**src/rtl/acc_rr_mem_arbiter.sv**
```systemverilog
// Round-robin arbiter: NUM_CLIENTS accelerator cores onto one shared data-memory port.
// Optional `ARB_TIMEOUT_EN adds arb_timeout_err and a wait-state watchdog.
module acc_rr_mem_arbiter #(
  parameter int NUM_CLIENTS           = 8,
  parameter int ADDR_SIZE             = 32,
  parameter int WRITE_DATA_SIZE       = 32,
  parameter int READ_DATA_SIZE        = 512,
  parameter int HAVE_UPSTREAM_ARBITER = 1,
  parameter int MEM_LATENCY           = 1,
  parameter int TIMEOUT_CYCLES        = 256
) (
  input  logic                                 clk,
  input  logic                                 rst_n,
  input  logic [NUM_CLIENTS-1:0]               client_read_en,
  input  logic [NUM_CLIENTS*ADDR_SIZE-1:0]     client_read_addr,
  input  logic [NUM_CLIENTS-1:0]               client_write_en,
  input  logic [NUM_CLIENTS*ADDR_SIZE-1:0]     client_write_addr,
  input  logic [NUM_CLIENTS*WRITE_DATA_SIZE-1:0] client_write_data,
  output logic [READ_DATA_SIZE-1:0]            client_read_data,
  output logic [NUM_CLIENTS-1:0]               client_read_valid,
  output logic [NUM_CLIENTS-1:0]               client_write_done,
  output logic                                 mem_read_en,
  output logic [ADDR_SIZE-1:0]                 mem_read_addr,
  input  logic [READ_DATA_SIZE-1:0]            mem_read_data,
  output logic                                 mem_write_en,
  output logic [ADDR_SIZE-1:0]                 mem_write_addr,
  output logic [WRITE_DATA_SIZE-1:0]           mem_write_data,
  input  logic                                 upstream_read_valid,
  input  logic                                 upstream_write_done
`ifdef ARB_TIMEOUT_EN
  ,
  output logic                                 arb_timeout_err
`endif
);

  localparam int IW = (NUM_CLIENTS > 1) ? $clog2(NUM_CLIENTS) : 1;

  localparam logic [1:0] S_IDLE       = 2'd0;
  localparam logic [1:0] S_WRITE_WAIT = 2'd1;
  localparam logic [1:0] S_READ_WAIT  = 2'd2;
  localparam logic [1:0] S_RESP       = 2'd3;

  logic [1:0]                 r_state;
  logic [IW-1:0]              r_rr_ptr;
  logic [IW-1:0]              r_gnt;
  logic [ADDR_SIZE-1:0]       r_addr;
  logic [WRITE_DATA_SIZE-1:0] r_wdata;
  logic [3:0]                 r_lat;
  logic [NUM_CLIENTS-1:0]     w_elig;
  logic [IW-1:0]              w_gnt;
  logic                       w_found;
  logic                       w_wait;
  logic                       w_done;
  logic                       w_timeout;
  logic                       w_finish;

  assign w_elig = client_write_en | client_read_en;
  assign w_wait = (r_state == S_WRITE_WAIT) || (r_state == S_READ_WAIT);

  // First eligible client after the last winner; the last winner itself is checked last.
  always_comb begin
    int unsigned idx;
    idx     = 0;
    w_found = 1'b0;
    w_gnt   = '0;
    for (int unsigned k = 1; k <= NUM_CLIENTS; k++) begin
      idx = (32'(r_rr_ptr) + k) % NUM_CLIENTS;
      if (!w_found && w_elig[idx]) begin
        w_found = 1'b1;
        w_gnt   = IW'(idx);
      end
    end
  end

  always_comb begin
    w_done = 1'b0;
    if (HAVE_UPSTREAM_ARBITER != 0) begin
      if (r_state == S_WRITE_WAIT)     w_done = upstream_write_done;
      else if (r_state == S_READ_WAIT) w_done = upstream_read_valid;
    end else begin
      w_done = w_wait && (r_lat == 4'(MEM_LATENCY - 1));
    end
  end

`ifdef ARB_TIMEOUT_EN
  localparam int TW = $clog2(TIMEOUT_CYCLES + 1);
  logic [TW-1:0] r_wait_cnt;

  assign w_timeout = w_wait && !w_done && (r_wait_cnt == TW'(TIMEOUT_CYCLES - 1));

  always_ff @(posedge clk or negedge rst_n) begin
    if (!rst_n) begin
      r_wait_cnt      <= '0;
      arb_timeout_err <= 1'b0;
    end else begin
      arb_timeout_err <= w_timeout;
      if (w_wait && !w_done && !w_timeout) r_wait_cnt <= r_wait_cnt + 1'b1;
      else                                 r_wait_cnt <= '0;
    end
  end
`else
  assign w_timeout = 1'b0;
`endif

  assign w_finish = w_done | w_timeout;

  always_ff @(posedge clk or negedge rst_n) begin
    if (!rst_n) begin
      r_state           <= S_IDLE;
      r_rr_ptr          <= IW'(NUM_CLIENTS - 1);
      r_gnt             <= '0;
      r_addr            <= '0;
      r_wdata           <= '0;
      r_lat             <= '0;
      client_read_data  <= '0;
      client_read_valid <= '0;
      client_write_done <= '0;
    end else begin
      client_read_valid <= '0;
      client_write_done <= '0;
      case (r_state)
        S_IDLE: begin
          if (w_found) begin
            r_gnt    <= w_gnt;
            r_rr_ptr <= w_gnt;
            r_lat    <= '0;
            if (client_write_en[w_gnt]) begin
              r_state <= S_WRITE_WAIT;
              r_addr  <= client_write_addr[w_gnt*ADDR_SIZE +: ADDR_SIZE];
              r_wdata <= client_write_data[w_gnt*WRITE_DATA_SIZE +: WRITE_DATA_SIZE];
            end else begin
              r_state <= S_READ_WAIT;
              r_addr  <= client_read_addr[w_gnt*ADDR_SIZE +: ADDR_SIZE];
            end
          end
        end
        S_WRITE_WAIT, S_READ_WAIT: begin
          if (w_finish) begin
            r_state <= S_RESP;
            r_lat   <= '0;
            if (r_state == S_WRITE_WAIT) begin
              client_write_done[r_gnt] <= 1'b1;
            end else begin
              client_read_valid[r_gnt] <= 1'b1;
              // a watchdog abort still releases the client but keeps the old data
              if (w_done) client_read_data <= mem_read_data;
            end
          end else begin
            r_lat <= r_lat + 4'd1;
          end
        end
        default: r_state <= S_IDLE;
      endcase
    end
  end

  assign mem_write_en   = (r_state == S_WRITE_WAIT);
  assign mem_read_en    = (r_state == S_READ_WAIT);
  assign mem_write_addr = r_addr;
  assign mem_read_addr  = r_addr;
  assign mem_write_data = r_wdata;

endmodule

```
**config.mk**
```make
export PLATFORM = sky130hd
export DESIGN_NAME = acc_rr_mem_arbiter
export DESIGN_NICKNAME = d
export VERILOG_FILES = /design/src/rtl/acc_rr_mem_arbiter.sv
export SDC_FILE = /design/constraint.sdc
export NUM_CORES = 1
export LEC_CHECK = 0
export BUFFER_PORTS_ARGS = -buffer_cell sky130_fd_sc_hd__buf_2
export CORE_AREA = 2 2 745 747
export DETAILED_ROUTE_END_ITERATION = 12
export DIE_AREA = 0 0 747 749
export GPL_ROUTABILITY_DRIVEN = 0
export GPL_TIMING_DRIVEN = 0
export RECOVER_POWER = 50
export SETUP_SLACK_MARGIN = 0.4
export SYNTH_ARGS = -nofsm -noshare
export SYNTH_HDL_FRONTEND = slang
export SYNTH_SLANG_ARGS = --single-unit
```
**constraint.sdc**
```tcl
create_clock -name clk -period 4.77 [get_ports clk]
set_clock_uncertainty 0.15 [all_clocks]
set_input_delay 0.2385 -clock clk [delete_from_list [all_inputs] [get_ports clk]]
set_output_delay 0.2385 -clock clk [all_outputs]
set_load 0.005 [all_outputs]
```
==> run metrics <==
outcome finished with violations; failing checks max-capacitance violations, max-slew violations; hold path depth 6; Max-slew headroom -134.9%; hold path start client_write_data[209]; maximum vdd ir drop 0.0007672 V; Final setup violation count 0; # port buffers just under 2,000; FMAX 0.2145 GHz; number of synthesized flops with an enable pin 0; Avg Inst Size Synth 11.55 µm²; crit path launch r_rr_ptr[1]$_DFFE_PN1P_; Fillers ~63,000; vias in the first global route approximately 42,000; Worst setup SP type register; grt ovf 0; # H-tree levels 3; worst slew pin tran roughly 3.5 ns; DR vias about 43,000; Pins Over Slew Limit between 200 and 250; Mapped Area around 30,000 µm²; r2r startpoint r_rr_ptr[1]$_DFFE_PN1P_; HP Class primary input to register; Tmin final 4.662 ns; kind of critical path register to register; WL per Instance around 38 µm; drc violations 0; Synth Register Bits 600; Die Span Y between 700 and 800 µm; Post-Syn Nets 3,892; Nets between 7,000 and 8,000; layout cells sized above 1 a little over two fifths; initial antenna violation count a little over 800; Area growth syn-to-layout 128.5%; Final TNS setup 0 ns; reg2reg end mem_read_addr[7]$_DFFE_PN0P_; chip width 747 µm; largest net degree at the start of global routing approximately 110; Register-to-Register Path Depth 18; PwrDens ~880 nW/µm²; dominant cell type by area after synthesis dfrtp_1; Worst Path Max Fanout 6; Hold Path Sink mem_write_data[17]$_DFFE_PN0P_; I/O pins between 1,500 and 2,000; top-area cell type share of the netlist area around half; die area 559,500 µm²; Initial Utilization roughly 5.4%; clk buf depth 4; crit end category register; library cells used by synthesis 68; Tot GR Track Use between 10% and 20%; top-count cell post-synth dfrtp_1; RSZ-0062 raised after global routing yes; ranking of synthesized cells by area dfrtp_1 50%, mux2_2 21%, nand2_1 5.0%; crit share post-route 97.74%; Leak about 0.028 µW; CTS buffer count 80; DRT iter0 DRCs between 3,000 and 4,000; worst reg2reg setup slack 0.11 ns; # rows ~270; max capacitance violation total 4; Via density about 3.2; CTS tree yes; drt pass-1 iters 12; synth cell count leaders 597 x dfrtp_1, 553 x mux2_2, 397 x nand2_1, 136 x clkbuf_1, 129 x mux2i_1; Final HPWL DP ~470,000 µm; Inst Count DP 11,827; clock-pin slew on the worst setup and hold paths about 0.060 ns; antenna viol nets, final 0; Final Hold Viols 0; CP Data Arrival Time between 5 and 6 ns; Synth async-reset ratio 100.0%; Worst EP required 5.33 ns; WL final about 520,000 µm; Finished Layout Cells between 10,000 and 15,000; Seq/Total Area, Yosys 50.28%; Root Driver clkbuf_16; dominant synthesized flop cell dfrtp_1; clock tree sinks 600; clk_lat worst skew approximately 0.8 ns; YS warnings 0; core area 551,300 µm²; first-pass GRT wire length slightly above 600,000 µm; Synth Instances between 2,000 and 3,000
worst max-delay path by stage:
| stage | end | depth (start not counted) |
|---|---|---|
| floorplan | mem_read_addr[10]$_DFFE_PN0P_ | 16 |
| global placement | client_read_data[167]$_DFFE_PN0P_ | 1 |
| detailed placement | mem_write_data[22]$_DFFE_PN0P_ | 16 |
| CTS | mem_read_addr[21]$_DFFE_PN0P_ | 17 |
| global route | client_read_data[445]$_DFFE_PN0P_ | 6 |
| finish | mem_read_addr[7]$_DFFE_PN0P_ | 18 |
per-layer routing:
layer | vias to the layer above | share of wire [%] | global-route usage [%]
met1 | 20375 | 35 | 19.04
li1 | 16639 | - | -
met5 | - | 0.46 | 0.2039
met2 | 4142 | 44 | 28.49
met4 | 310 | 8.5 | 11.48
met3 | 1937 | 12 | 8.366
timing repair:
item | in CTS | in global routing
gates resized for setup | 498 | 104
buffers inserted | 40 | 12
hold buffers | 1293 | 4
hold endpoints to repair | 808 | 4
gates cloned | 3 | 3
endpoints found under the setup margin | 182 | 100
pin swaps | 36 | 33
area by class of cell:
class                      instances  area [µm²]  share of cell area (%)
buffer                           233        1788                   2.620
timing repair buffer            3309       23020                   33.72
multi-input combinational       1739       15570                   22.82
tap                             7287        9117                   13.36
sequential                       600       15020                   22.00
antenna                          410        1026                   1.503
clock inverter                    33       361.6                  0.5298
inverter                          14       63.81                 0.09349
clock buffer                     107        2286                   3.349
state kept, by name (all words and copies together), names as in the netlist:
name,count
client_write_done,8
r_state,2
r_gnt,3
mem_write_data,32
mem_read_addr,32
client_read_valid,8
client_read_data,512
r_rr_ptr,3
critical path: stages, from the launching register on:
cell and delay (ns):
dfstp_2 0.57, clkinvlp_4 0.12, ha_4 0.19, xor2_4 0.33
mux4_2 0.40, mux2_4 0.32, nand4_4 0.13, a211oi_4 0.09
or3b_4 0.42, and2_4 0.16, buf_12 0.12, mux4_2 0.50
buf_6 0.16, or2_4 0.24, buf_12 0.15, buf_12 0.13
buf_16 0.14, o22ai_2 0.09, a211o_1 0.14
metrics by stage:
step	instance area, µm²	hold WS (ns)	setup WS, ns	total power [µW]	util, %
after floorplan	29870	-0.2071	0.5309	22750	-
after global placement	48620	0.3095	-11.28	44730	8.819
after detailed placement	49200	0.07040	-2.306	46150	8.925
after CTS	67350	0.0003461	0.2245	59710	12.22
after global routing	67850	0.001846	0.007392	62210	12.31
final	68250	0.01121	0.1080	60130	12.38
power by group:
part	switching, µW	leakage, µW	internal, µW	total, µW
Combinational	29100	0.0195	14700	43900
Clock	2760	0.00130	3650	6410
Sequential	2170	0.00731	7670	9840
Total	34100	0.0281	26100	60100
cell families after synthesis:
kind of cell / synth area share [%]
multiplexers: 26.24
flip-flops: 50.28
AND/OR/NAND/NOR: 7.918
AO/OA/AOI/OAI: 11.47
buffers and inverters: 3.758
adder cells (fa/ha/maj): 0.2514
XOR/XNOR: 0.08381
placed cells by master, fill, tap and decap left out, types with 42 or more instances in the layout:
cell,synthesis,routed
dlygate4sd3_1,0,1296
mux2i_1,129,90
clkbuf_1,136,577
diode_2,0,410
nand3_1,95,65
nand2_1,397,360
a21oi_1,105,73
dfrtp_1,597,597
clkbuf_2,0,42
buf_2,27,1424
o211ai_1,65,65
o21ai_0,70,57
mux2_2,553,551
buf_4,35,85
clkbuf_16,0,90
Power figures use the tool's default switching activity.
